`config.mk`:
```
export PLATFORM = sky130hd
export DESIGN_NAME = conv_encoder_stream_flat
export DESIGN_NICKNAME = d
export VERILOG_FILES = /design/src/rtl/conv_enc_pkg.sv /design/src/rtl/conv_encoder_stream_if.sv /design/src/rtl/conv_enc_trellis.sv /design/src/rtl/conv_encoder_stream.sv /design/src/flat_wrapper.sv
export SDC_FILE = /design/constraint.sdc
export NUM_CORES = 1
export LEC_CHECK = 0
export CORE_MARGIN = 4
export CORE_UTILIZATION = 35
export DETAILED_ROUTE_END_ITERATION = 16
export GPL_ROUTABILITY_DRIVEN = 0
export PLACE_DENSITY = 0.54
export REMOVE_ABC_BUFFERS = 1
export SYNTH_ARGS = -nofsm -noshare
export SYNTH_HDL_FRONTEND = slang
export SYNTH_SLANG_ARGS = --single-unit
```
`constraint.sdc`:
```
create_clock -name sys_clk -period 4.94 [get_ports sys_clk]
set_input_delay 0.988 -clock sys_clk [delete_from_list [all_inputs] [get_ports sys_clk]]
set_output_delay 0.988 -clock sys_clk [all_outputs]
set_load 0.02 [all_outputs]
```
`src/rtl/conv_enc_pkg.sv`:
```
// Shared types, defaults and the masked-parity helper for the streaming
// convolutional encoder. Puncturing is compiled in with CONV_ENC_PUNCTURE_EN.
package conv_enc_pkg;

  localparam int unsigned MAX_CODE_RATE_DEF  = 3;
  localparam int unsigned MAX_CONSTR_LEN_DEF = 9;
  localparam int unsigned FRAME_LEN_W_DEF    = 16;
  localparam int unsigned PUNCT_PERIOD_DEF   = 4;

  // Generic width used by the parity helper; callers zero-extend into it,
  // so constraint lengths up to 32 are covered.
  localparam int unsigned POLY_W    = 32;
  localparam int unsigned K_FIELD_W = 6;

  typedef enum logic [1:0] {
    ST_IDLE  = 2'd0,
    ST_DATA  = 2'd1,
    ST_TAIL  = 2'd2,
    ST_FLUSH = 2'd3
  } enc_state_e;

  // XOR of the generator taps that hit the window, restricted to the low k bits.
  function automatic logic parity_masked(input logic [POLY_W-1:0]    poly,
                                         input logic [POLY_W-1:0]    window,
                                         input logic [K_FIELD_W-1:0] k);
    logic acc;
    acc = 1'b0;
    for (int i = 0; i < int'(POLY_W); i++) begin
      acc = acc ^ (poly[i] & window[i] & (i < int'(k)));
    end
    return acc;
  endfunction

endpackage

```
`src/rtl/conv_encoder_stream_if.sv`:
```
// Bit-in / symbol-out valid-ready stream bundle of the convolutional encoder.
// slave = encoder side, master = bit source / symbol sink side.
interface conv_encoder_stream_if #(
  parameter int unsigned CODE_W = conv_enc_pkg::MAX_CODE_RATE_DEF
);
  logic              i_bit;
  logic              i_valid;
  logic              o_ready;
  logic [CODE_W-1:0] o_data;
  logic              o_valid;
  logic              i_out_ready;

  modport slave  (input  i_bit, i_valid, i_out_ready,
                  output o_ready, o_data, o_valid);
  modport master (output i_bit, i_valid, i_out_ready,
                  input  o_ready, o_data, o_valid);
endinterface

```
`src/rtl/conv_enc_trellis.sv`:
```
// Trellis state of the encoder: the shift register of past bits, the window
// {past bits, current bit} and the n generator parities of that window.
// The parities are combinational on the current bit; i_step commits the bit.
module conv_enc_trellis
  import conv_enc_pkg::*;
#(
  parameter int unsigned MAX_CODE_RATE  = MAX_CODE_RATE_DEF,
  parameter int unsigned MAX_CONSTR_LEN = MAX_CONSTR_LEN_DEF,
  parameter int unsigned RATE_W         = $clog2(MAX_CODE_RATE + 1),
  parameter int unsigned K_W            = $clog2(MAX_CONSTR_LEN + 1)
) (
  input  logic                                          sys_clk,
  input  logic                                          rst,
  input  logic                                          i_clear,
  input  logic                                          i_step,
  input  logic                                          i_bit,
  input  logic [RATE_W-1:0]                             i_code_rate,
  input  logic [K_W-1:0]                                i_constr_len,
  input  logic [MAX_CODE_RATE-1:0][MAX_CONSTR_LEN-1:0]  i_gen_poly,
  output logic [MAX_CODE_RATE-1:0]                      o_parity
);

  // w_window[0] is the current bit, w_window[i] the bit i steps earlier.
  logic [MAX_CONSTR_LEN-2:0] r_sr;
  logic [MAX_CONSTR_LEN-1:0] w_window;

  assign w_window = {r_sr, i_bit};

  // Parity per generator; outputs at or above the code rate are held at zero.
  always_comb begin
    o_parity = '0;
    for (int j = 0; j < int'(MAX_CODE_RATE); j++) begin
      if (j < int'(i_code_rate)) begin
        o_parity[j] = parity_masked(POLY_W'(i_gen_poly[j]), POLY_W'(w_window),
                                    K_FIELD_W'(i_constr_len));
      end else begin
        o_parity[j] = 1'b0;
      end
    end
  end

  // Shift register: cleared between frames, shifts one bit per trellis step.
  always_ff @(posedge sys_clk) begin
    if (rst) begin
      r_sr <= '0;
    end else if (i_clear) begin
      r_sr <= '0;
    end else if (i_step) begin
      r_sr <= w_window[MAX_CONSTR_LEN-2:0];
    end else begin
      r_sr <= r_sr;
    end
  end

endmodule

```
`src/rtl/conv_encoder_stream.sv`:
```
// Streaming rate-1/n convolutional encoder with runtime rate, constraint
// length and generators. Each frame is followed by K-1 zero tail bits and a
// one-cycle done pulse. Optional puncturing: define CONV_ENC_PUNCTURE_EN.
module conv_encoder_stream
  import conv_enc_pkg::*;
#(
  parameter int unsigned MAX_CODE_RATE  = MAX_CODE_RATE_DEF,
  parameter int unsigned MAX_CONSTR_LEN = MAX_CONSTR_LEN_DEF,
  parameter int unsigned FRAME_LEN_W    = FRAME_LEN_W_DEF,
  parameter int unsigned PUNCT_PERIOD   = PUNCT_PERIOD_DEF
) (
  input  logic                                               sys_clk,
  input  logic                                               rst,
  input  logic                                               i_start,
  input  logic [$clog2(MAX_CODE_RATE+1)-1:0]                 i_code_rate,
  input  logic [$clog2(MAX_CONSTR_LEN+1)-1:0]                i_constr_len,
  input  logic [MAX_CODE_RATE-1:0][MAX_CONSTR_LEN-1:0]       i_gen_poly,
  input  logic [FRAME_LEN_W-1:0]                             i_frame_len,
  conv_encoder_stream_if.slave                               stream,
  output logic                                               o_busy,
  output logic                                               o_done,
  output logic                                               o_cfg_err
`ifdef CONV_ENC_PUNCTURE_EN
  ,
  input  logic [PUNCT_PERIOD*MAX_CODE_RATE-1:0]              i_punct_pattern,
  output logic [MAX_CODE_RATE-1:0]                           o_sym_mask
`endif
);

  localparam int unsigned RATE_W = $clog2(MAX_CODE_RATE + 1);
  localparam int unsigned K_W    = $clog2(MAX_CONSTR_LEN + 1);

  enc_state_e r_state;
  enc_state_e w_state_nxt;

  // Configuration latched at an accepted start
  logic [RATE_W-1:0]                            r_rate;
  logic [K_W-1:0]                               r_k;
  logic [MAX_CODE_RATE-1:0][MAX_CONSTR_LEN-1:0] r_poly;
  logic [FRAME_LEN_W-1:0]                       r_frame_len;

  logic [FRAME_LEN_W-1:0] r_bit_cnt;
  logic [K_W-1:0]         r_tail_cnt;

  logic [MAX_CODE_RATE-1:0] r_data;
  logic                     r_valid;
  logic                     r_done;
  logic                     r_cfg_err;

  logic                     w_advance;
  logic                     w_cfg_ok;
  logic                     w_start_ok;
  logic                     w_cfg_bad;
  logic                     w_load;
  logic                     w_in_bit;
  logic                     w_ready;
  logic                     w_done_set;
  logic                     w_clear;
  logic [MAX_CODE_RATE-1:0] w_parity;
  logic [MAX_CODE_RATE-1:0] w_rate_mask;
  logic [MAX_CODE_RATE-1:0] w_sym_mask;

  // The output register may take a new symbol when empty or being drained.
  assign w_advance = ~r_valid | stream.i_out_ready;

  assign w_cfg_ok = (i_code_rate != RATE_W'(0)) &&
                    (i_code_rate <= RATE_W'(MAX_CODE_RATE)) &&
                    (i_constr_len >= K_W'(2)) &&
                    (i_constr_len <= K_W'(MAX_CONSTR_LEN)) &&
                    (i_frame_len != FRAME_LEN_W'(0));

  // Next-state and per-cycle control decode
  always_comb begin
    w_state_nxt = r_state;
    w_start_ok  = 1'b0;
    w_cfg_bad   = 1'b0;
    w_load      = 1'b0;
    w_in_bit    = 1'b0;
    w_ready     = 1'b0;
    w_done_set  = 1'b0;
    w_clear     = 1'b0;
    case (r_state)
      ST_IDLE: begin
        if (i_start) begin
          if (w_cfg_ok) begin
            w_start_ok  = 1'b1;
            w_clear     = 1'b1;
            w_state_nxt = ST_DATA;
          end else begin
            w_cfg_bad = 1'b1;
          end
        end else begin
          w_state_nxt = ST_IDLE;
        end
      end
      ST_DATA: begin
        w_ready = w_advance;
        if (stream.i_valid && w_advance) begin
          w_load   = 1'b1;
          w_in_bit = stream.i_bit;
          if (r_bit_cnt == r_frame_len - FRAME_LEN_W'(1)) begin
            w_state_nxt = ST_TAIL;
          end else begin
            w_state_nxt = ST_DATA;
          end
        end else begin
          w_state_nxt = ST_DATA;
        end
      end
      ST_TAIL: begin
        if (w_advance) begin
          w_load = 1'b1;
          if (r_tail_cnt == r_k - K_W'(2)) begin
            w_state_nxt = ST_FLUSH;
          end else begin
            w_state_nxt = ST_TAIL;
          end
        end else begin
          w_state_nxt = ST_TAIL;
        end
      end
      ST_FLUSH: begin
        if (r_valid && stream.i_out_ready) begin
          w_done_set  = 1'b1;
          w_clear     = 1'b1;
          w_state_nxt = ST_IDLE;
        end else begin
          w_state_nxt = ST_FLUSH;
        end
      end
      default: begin
        w_state_nxt = ST_IDLE;
      end
    endcase
  end

  // FSM state register
  always_ff @(posedge sys_clk) begin
    if (rst) begin
      r_state <= ST_IDLE;
    end else begin
      r_state <= w_state_nxt;
    end
  end

  // Config latch; later input changes do not disturb a running frame
  always_ff @(posedge sys_clk) begin
    if (rst) begin
      r_rate      <= '0;
      r_k         <= '0;
      r_poly      <= '0;
      r_frame_len <= '0;
    end else if (w_start_ok) begin
      r_rate      <= i_code_rate;
      r_k         <= i_constr_len;
      r_poly      <= i_gen_poly;
      r_frame_len <= i_frame_len;
    end
  end

  // Data-bit and tail-bit counters, saturating at their terminal counts
  always_ff @(posedge sys_clk) begin
    if (rst) begin
      r_bit_cnt  <= '0;
      r_tail_cnt <= '0;
    end else if (w_start_ok) begin
      r_bit_cnt  <= '0;
      r_tail_cnt <= '0;
    end else if (w_load && (r_state == ST_DATA) && (r_bit_cnt != r_frame_len)) begin
      r_bit_cnt <= r_bit_cnt + FRAME_LEN_W'(1);
    end else if (w_load && (r_state == ST_TAIL) && (r_tail_cnt != r_k - K_W'(1))) begin
      r_tail_cnt <= r_tail_cnt + K_W'(1);
    end
  end

  conv_enc_trellis #(
    .MAX_CODE_RATE  (MAX_CODE_RATE),
    .MAX_CONSTR_LEN (MAX_CONSTR_LEN),
    .RATE_W         (RATE_W),
    .K_W            (K_W)
  ) u_trellis (
    .sys_clk      (sys_clk),
    .rst          (rst),
    .i_clear      (w_clear),
    .i_step       (w_load),
    .i_bit        (w_in_bit),
    .i_code_rate  (r_rate),
    .i_constr_len (r_k),
    .i_gen_poly   (r_poly),
    .o_parity     (w_parity)
  );

  // Bits belonging to active generators
  always_comb begin
    w_rate_mask = '0;
    for (int j = 0; j < int'(MAX_CODE_RATE); j++) begin
      w_rate_mask[j] = (j < int'(r_rate));
    end
  end

`ifdef CONV_ENC_PUNCTURE_EN
  localparam int unsigned PCNT_W = (PUNCT_PERIOD > 1) ? $clog2(PUNCT_PERIOD) : 1;

  logic [PUNCT_PERIOD*MAX_CODE_RATE-1:0] r_pattern;
  logic [PCNT_W-1:0]                     r_sym_cnt;
  logic [MAX_CODE_RATE-1:0]              r_sym_mask;

  assign w_sym_mask = r_pattern[int'(r_sym_cnt)*MAX_CODE_RATE +: MAX_CODE_RATE] & w_rate_mask;
  assign o_sym_mask = r_sym_mask;

  // Puncture pattern latch and symbol-position counter over data and tail
  always_ff @(posedge sys_clk) begin
    if (rst) begin
      r_pattern <= '0;
      r_sym_cnt <= '0;
    end else if (w_start_ok) begin
      r_pattern <= i_punct_pattern;
      r_sym_cnt <= '0;
    end else if (w_load) begin
      if (r_sym_cnt == PCNT_W'(PUNCT_PERIOD - 1)) begin
        r_sym_cnt <= '0;
      end else begin
        r_sym_cnt <= r_sym_cnt + PCNT_W'(1);
      end
    end
  end

  // Mask travels with its symbol through the output register
  always_ff @(posedge sys_clk) begin
    if (rst) begin
      r_sym_mask <= '0;
    end else if (w_load) begin
      r_sym_mask <= w_sym_mask;
    end
  end
`else
  assign w_sym_mask = w_rate_mask;
`endif

  // Single-stage output register; holds while the sink stalls
  always_ff @(posedge sys_clk) begin
    if (rst) begin
      r_data  <= '0;
      r_valid <= 1'b0;
    end else if (w_load) begin
      r_data  <= w_parity & w_sym_mask;
      r_valid <= 1'b1;
    end else if (stream.i_out_ready) begin
      r_valid <= 1'b0;
    end
  end

  // One-cycle status pulses
  always_ff @(posedge sys_clk) begin
    if (rst) begin
      r_done    <= 1'b0;
      r_cfg_err <= 1'b0;
    end else begin
      r_done    <= w_done_set;
      r_cfg_err <= w_cfg_bad;
    end
  end

  assign stream.o_data  = r_data;
  assign stream.o_valid = r_valid;
  assign stream.o_ready = w_ready;
  assign o_busy         = (r_state != ST_IDLE);
  assign o_done         = r_done;
  assign o_cfg_err      = r_cfg_err;

endmodule
```
`src/flat_wrapper.sv`:
```
// flat-port wrapper written by rule: the top's interface ports become plain ports
module conv_encoder_stream_flat import conv_enc_pkg::*;
#(
  parameter int unsigned MAX_CODE_RATE  = MAX_CODE_RATE_DEF,
  parameter int unsigned MAX_CONSTR_LEN = MAX_CONSTR_LEN_DEF,
  parameter int unsigned FRAME_LEN_W    = FRAME_LEN_W_DEF,
  parameter int unsigned PUNCT_PERIOD   = PUNCT_PERIOD_DEF
)
  (sys_clk, rst, i_start, i_code_rate, i_constr_len, i_gen_poly, i_frame_len, o_busy, o_done, o_cfg_err, stream_i_bit, stream_i_valid, stream_i_out_ready, stream_o_ready, stream_o_data, stream_o_valid);
  conv_encoder_stream_if stream_i ();
  input  logic sys_clk;
  input  logic rst;
  input  logic i_start;
  input  logic [$clog2(MAX_CODE_RATE+1)-1:0] i_code_rate;
  input  logic [$clog2(MAX_CONSTR_LEN+1)-1:0] i_constr_len;
  input  logic [MAX_CODE_RATE-1:0][MAX_CONSTR_LEN-1:0] i_gen_poly;
  input  logic [FRAME_LEN_W-1:0] i_frame_len;
  output logic o_busy;
  output logic o_done;
  output logic o_cfg_err;
  input wire logic [$bits(stream_i.i_bit)-1:0] stream_i_bit;
  input wire logic [$bits(stream_i.i_valid)-1:0] stream_i_valid;
  input wire logic [$bits(stream_i.i_out_ready)-1:0] stream_i_out_ready;
  output wire logic [$bits(stream_i.o_ready)-1:0] stream_o_ready;
  output wire logic [$bits(stream_i.o_data)-1:0] stream_o_data;
  output wire logic [$bits(stream_i.o_valid)-1:0] stream_o_valid;
  assign stream_i.i_bit = stream_i_bit;
  assign stream_i.i_valid = stream_i_valid;
  assign stream_i.i_out_ready = stream_i_out_ready;
  assign stream_o_ready = stream_i.o_ready;
  assign stream_o_data = stream_i.o_data;
  assign stream_o_valid = stream_i.o_valid;
  conv_encoder_stream #(.MAX_CODE_RATE(MAX_CODE_RATE), .MAX_CONSTR_LEN(MAX_CONSTR_LEN), .FRAME_LEN_W(FRAME_LEN_W), .PUNCT_PERIOD(PUNCT_PERIOD)) u_core (.sys_clk(sys_clk), .rst(rst), .i_start(i_start), .i_code_rate(i_code_rate), .i_constr_len(i_constr_len), .i_gen_poly(i_gen_poly), .i_frame_len(i_frame_len), .stream(stream_i), .o_busy(o_busy), .o_done(o_done), .o_cfg_err(o_cfg_err));
endmodule
```
Yosys cells after proc, flatten, opt, wreduce, memory -nomap -nowiden
Cells that the tools add are included.

word-level totals
  memories kept = 0
  ROM bits = 0
  bits in latches = 0
  flip-flop bits (word level) = 85
  bits in writable memories = 0

operators by class
  multiplexer cells = 25
  multiply operators = 0
  $lt $le $gt $ge = 15
  reduce and logical (&&, ||, !) cells = 20
  equality and inequality tests = 8
  div/mod/pow operators = 0
  shifts and indexed selects = 0
  bitwise gates (word level) = 85
  $add $sub $neg = 5

operators with widths
  cell                                                                number
  bitwise AND 1 bit                                                   54
  bitwise XOR 1 bit                                                   24
  2-to-1 mux 1 bit                                                    17
  adder 16 x 1 -> 16 bit (second input constant)                      1
  == test 16 bit                                                      1
  less-than comparator 3 x 4 -> 1 bit (first input constant)          4
  != test 16 bit                                                      1
  nonzero test 16 bit                                                 1
  subtractor 16 x 1 -> 16 bit (second input constant)                 1
  logical AND 1 bit                                                   10
  2-to-1 mux 2 bit                                                    5
  less-than comparator 1 x 4 -> 1 bit (first input constant)          2
  less-than comparator 2 x 4 -> 1 bit (first input constant)          2
  case mux 2 bit (4 select lines)                                     1
  nonzero test 2 bit                                                  3
  OR reduction 2 bit                                                  3
  inverter 1 bit                                                      5
  adder 4 x 1 -> 4 bit (second input constant)                        1
  == test 2 bit (second input constant)                               2
  == test 4 bit                                                       1
  greater-or-equal comparator 4 x 2 -> 1 bit (second input constant)  1
  <= comparator 4 bit (second input constant)                         1
  less-than comparator 1 x 2 -> 1 bit (first input constant)          2
  less-than comparator 4 bit (first input constant)                   1
  13 further kinds                                                    14

Logic depth before layout (Yosys ltp)
  depth after elaboration = 17
  depth in mapped cells = 11
  gate-level depth less buffers = 8

Modules after synthesis
Synthesis repeated with hierarchy kept, for this count alone.

second synthesis, totals
  cell total of the unflattened synthesis = 598
  area, all modules = 4730.8 um^2

modules (own cells, without submodules)
  module               cells an instance  area an instance (um^2)  sequential area each (um^2)  instances
  conv_encoder_stream  499                3936.3                   1541.5                       1
  conv_enc_trellis     99                 794.5                    160.2                        1

Worst setup path before layout
No wires, ideal clock.

  kind = input -> register
  from = input i_constr_len[1]
  to = register u_core.r_k[3]
  library setup time = 0.070 ns
  data required time = 4.870 ns
  cell stages on the path = 8
  setup slack = 2.351 ns
  arrival time = 2.518 ns
  cell sequence = or3_1 > o211ai_1 > or3_1 > clkbuf_1 > clkbuf_1 > buf_1 > nand2_1 > a21oi_1

between the ends
  word-level cells in the longest chain between the ends = 7
  elaborated cells between the ends (all ways) = 8
  classes of those cells = 2 x order compare; 3 x mux; 3 x reduce/logical

RTL lines
  item                                        line                        text
  start, declared                             flat_wrapper.sv:15          input logic [$clog2(MAX_CONSTR_LEN+1)-1:0] i_constr_len;
  greater-or-equal comparator 4 x 2 -> 1 bit  conv_encoder_stream.sv:68   (i_constr_len >= K_W'(2)) &&
  logical AND 1 bit                           conv_encoder_stream.sv:67   (i_code_rate <= RATE_W'(MAX_CODE_RATE)) &&
  logical AND 1 bit (*)                       conv_encoder_stream.sv:68
  logical AND 1 bit (*)                       conv_encoder_stream.sv:69   (i_constr_len <= K_W'(MAX_CONSTR_LEN)) &&
  2-to-1 mux 1 bit (*)                        conv_encoder_stream.sv:85   if (w_cfg_ok) begin
  2-to-1 mux 1 bit (*)                        conv_encoder_stream.sv:84   if (i_start) begin
  2-to-1 mux 1 bit (*)                        conv_encoder_stream.sv:82   case (r_state)
  end signal, assigned                        conv_encoder_stream.sv:155  r_k <= i_constr_len;
  end, declared                               conv_encoder_stream.sv:38   logic [K_W-1:0] r_k;

Every way passes the cells marked *; elsewhere a longest branch is shown, timed or not.
A chain may end at the register's enable or synchronous reset.

Worst setup path after layout
  from = input stream_i_out_ready
  to = output stream_o_ready

between the ends
  word-level cells in the longest chain between the ends = 2

RTL lines
  item              line                       text
  start, declared   flat_wrapper.sv:23         input wire logic [$bits(stream_i.i_out_ready)-1:0] stream_i_out_ready;
  OR 1 bit          conv_encoder_stream.sv:64  assign w_advance = ~r_valid | stream.i_out_ready;
  2-to-1 mux 1 bit  conv_encoder_stream.sv:82
  end, declared     flat_wrapper.sv:24         output wire logic [$bits(stream_i.o_ready)-1:0] stream_o_ready;

No other way between the ends.

==> run summary <==
At the worst endpoint, the required time is 3950 ps. The largest area contributor in the netlist was dfxtp_1. The run gives 0 as the number of instances resized during post-cts repair. The worst setup path is launched from a primary input. For the summed negative setup slack over all endpoints, the log shows 0 ps. Setup repair after global routing left no endpoint under its margin. The run gives 2420 ps as the signal arrival time at the worst endpoint. After detailed routing, the number of remaining DRC violations is 0.

For this run the aggregate overflow at the end of global routing stands at 0. Register-to-register setup slack: 2060 ps. The count of buffers inserted at the top-level ports was 62; the number of inserted diodes was 0.

The source-to-sink clock delay at the later pin of the worst-skew pair is 340 ps, and the portion of synthesized cell area occupied by the leading cell type is 0.354. Max-cap violations in this run came to 0. The number of global-route vias before repair is 4298.

The tools report the static power due to leakage as 1.97 nW. Summing over every cut layer, the via total after detailed routing is 4462. Cell count after synthesis: 617. The count of nets left with antenna violations once routing finished came out at 0. In this run the deepest clock path goes through 2 buffers. The path class of the tightest hold or removal check is reg -> reg. The worst setup path is captured at an output pin. The critical path in this run is classified as in -> out.

For the final instance area, the log shows 0.00581 sq mm. Flip-flop and latch count after synthesis: 85. In this run the number of H-tree levels came out at 3.

For the global-route wire length before repair, the log shows 21600 microns. Once the clock tree was built, the setup fixing pass inserted 0 buffers. In this run the horizontal extent of the chip is 125 microns. For this run, the leading register cell type out of synthesis is dfxtp_1.

For this run, the number of Yosys warnings is 0. The most common cell in the netlist was nand2_1. The sequential cell area fraction in the yosys report was 0.354.

The setup slack after placement is 1360 ps, and the die height is 125 microns. Entering global routing, the biggest net connects 57 pins. Pin placement for this block handled 63 I/O pins. For this design, the CTS-stage hold fixing added 0 buffers. The final layout contains routed wiring with a total length of 13400 microns.

The number of cells on the worst reg-to-reg path was 8; the row count was 42. The run gives 9960 microns as the final HPWL from detailed placement. The tools report the worst slew slack as a fraction of its limit as 0.272. The tools report the root buffer selected by CTS as clkbuf_16. The final-report hold violation count is 0, and the clock-pin slew reported for the worst setup and hold paths after clock tree synthesis is 60 ps.

The tools report the number of library cell types mapped by synthesis as 61. The slew at the pin closest to its max-slew limit is 1080 ps, and the total of fill cells in the finished design is 1376. In this run, synthesis inferred 0 flip-flops with an integrated enable. The region available for standard cell placement spans 0.0133 sq mm. In the post-synthesis netlist, the biggest area contributors are dfxtp_1, nand2_1, a21oi_1. The end of the critical path is stream_o_ready. The area growth from synthesis to layout is 21.1%. The run gives 293 MHz as the fmax. The fraction of final layout cells sized beyond drive strength 1 is 0.0514. After synthesis, the most frequently instantiated cells are nand2_1, dfxtp_1, a21oi_1, xnor2_1, nand3_1. The time the final worst path needs with I/O delays and setup is 3410 ps, and the number of nets at the end of the flow is 726.

The destination of the worst register-to-register timing path was u_core.r_state[1]. TritonCTS built the clock tree. The number of antenna violations at the first check in global routing is 0, and the post-synthesis cell area is 0.00480 sq mm.

Post-detailed-placement cell area: 0.00552 sq mm. The run finished with clean final reports. Before antenna repair, the detailed router went through 4 iterations.

For the final database, setup skew stands at 4.99 ps. The worst hold path was traced through 2 stages. Power per standard cell area: 304 mW/mm^2.

The maximum fanout count along the critical path is 4. The run gives 0.169 as the overall routing resource usage. Once routing completed, OpenROAD measured the worst setup slack at 1530 ps.

The final cycle utilization of the critical path works out to 0.690. The mean post-synth cell area came out at 7.78 sq um. The most critical setup path has its startpoint at stream_i_out_ready. The share of flip-flops with an asynchronous set or reset works out to 0. In the routed layout, each cell is associated on average with a via count of 5.32. The number of clock buffers added by TritonCTS is 9. The logs give 0 for the number of pins exceeding their max-slew limit in the final report and 0 for the final-report setup violation count. Final hold analysis gives a worst-case slack of 462 ps. The worst-case IR drop observed on VDD is 0.000129 V. The average detailed-routed wire length per instance came out at 16.0 microns. In this run, the number of DRC markers left after iteration 0 of detailed routing was 332. The die covers 0.0157 sq mm. The tools report the starting density of the core as 0.360. The tree built by TritonCTS fans out to 85 sinks. The worst register-to-register path begins at u_core.r_frame_len[1].
[placed cells by master (no fill, tap or decap), drive strengths merged, types with 4 or more instances in the layout]
master / n
o31ai: 5
clkbuf: 11
or3: 16
a21oi: 81
nand2: 132
or4: 5
o2111ai: 6
a31oi: 5
xnor2: 32
dfxtp: 85
xor2: 17
nor4: 10
o211ai: 13
o21ai: 20
ha: 14
nand3: 29
and3: 6
nand4: 9
nor2: 14
inv: 21
buf: 5
clkdlybuf4s50: 61
nor3: 8
nor2b: 4
[how the worst min path moves through the flow]
| stage | endpoint | from |
|---|---|---|
| 6_report | u_core.r_poly[19] | u_core.r_poly[19] |
| 5_1_grt | u_core.r_poly[6] | u_core.r_poly[6] |
| 4_1_cts | u_core.r_poly[23] | u_core.r_poly[23] |
| 3_5_place_dp | u_core.r_poly[23] | u_core.r_poly[23] |
| 3_3_place_gp | u_core.r_poly[26] | u_core.r_poly[26] |
| 2_1_floorplan | u_core.r_poly[2] | u_core.r_poly[2] |
[cell families after synthesis]
kind of cell,share of synthesized area
fa+ha+maj,0.0365
flops,0.354
compound gates,0.196
buf+inv,0.0474
simple gates,0.255
xor+xnor,0.107
mux,0.00417
[per-layer routing]
layer,GRT usage,vias up,routed length (microns)
li1,-,2259,-
met5,0,-,0
met1,0.223,2099,6300
met2,0.280,90,6320
met4,0.0580,0,171
met3,0.0299,14,591
[where the power goes]
part	internal (mW)	total [mW]	switching, mW	leakage [nW]
sequential	0.714	0.751	0.0364	0.689
clock	0.394	0.683	0.289	0.140
combinational	0.145	0.336	0.191	1.14
[worst max-delay path: stages]
cell and delay [ps]:
clkdlybuf4s50_1 530, nor2b_1 100, nor2_1 150, clkdlybuf4s50_1 640
[flip-flops by register name, indices dropped and copies added, names as in the netlist, 3 cells and up]
name,cells
u_core.r_bit_cnt,16
u_core.r_frame_len,16
u_core.r_k,4
u_core.r_poly,27
u_core.r_tail_cnt,4
u_core.stream.o_data,3
u_core.u_trellis.r_sr,8
[area by class of cell]
class                   count  area [sq um]  area share
multi-input cells         475          2880       0.495
flip-flops and latches     85          1700       0.293
repair buffers             66           646       0.111
clock buffers              11           233      0.0400
well taps                 176           220      0.0379
inverters                  20          75.1      0.0129
clock inverters             5          60.1      0.0103
[metrics by stage]
step / total power [mW] / instances / util
3_5_place_dp: 1.10 / 822 / 0.413
5_1_grt: 1.85 / 838 / 0.435
4_1_cts: 1.79 / 838 / 0.435
3_3_place_gp: 1.10 / 822 / 0.413
2_1_floorplan: 0.964 / 580 / -
6_report: 1.77 / 838 / 0.435
Power figures use the tool's default switching activity.
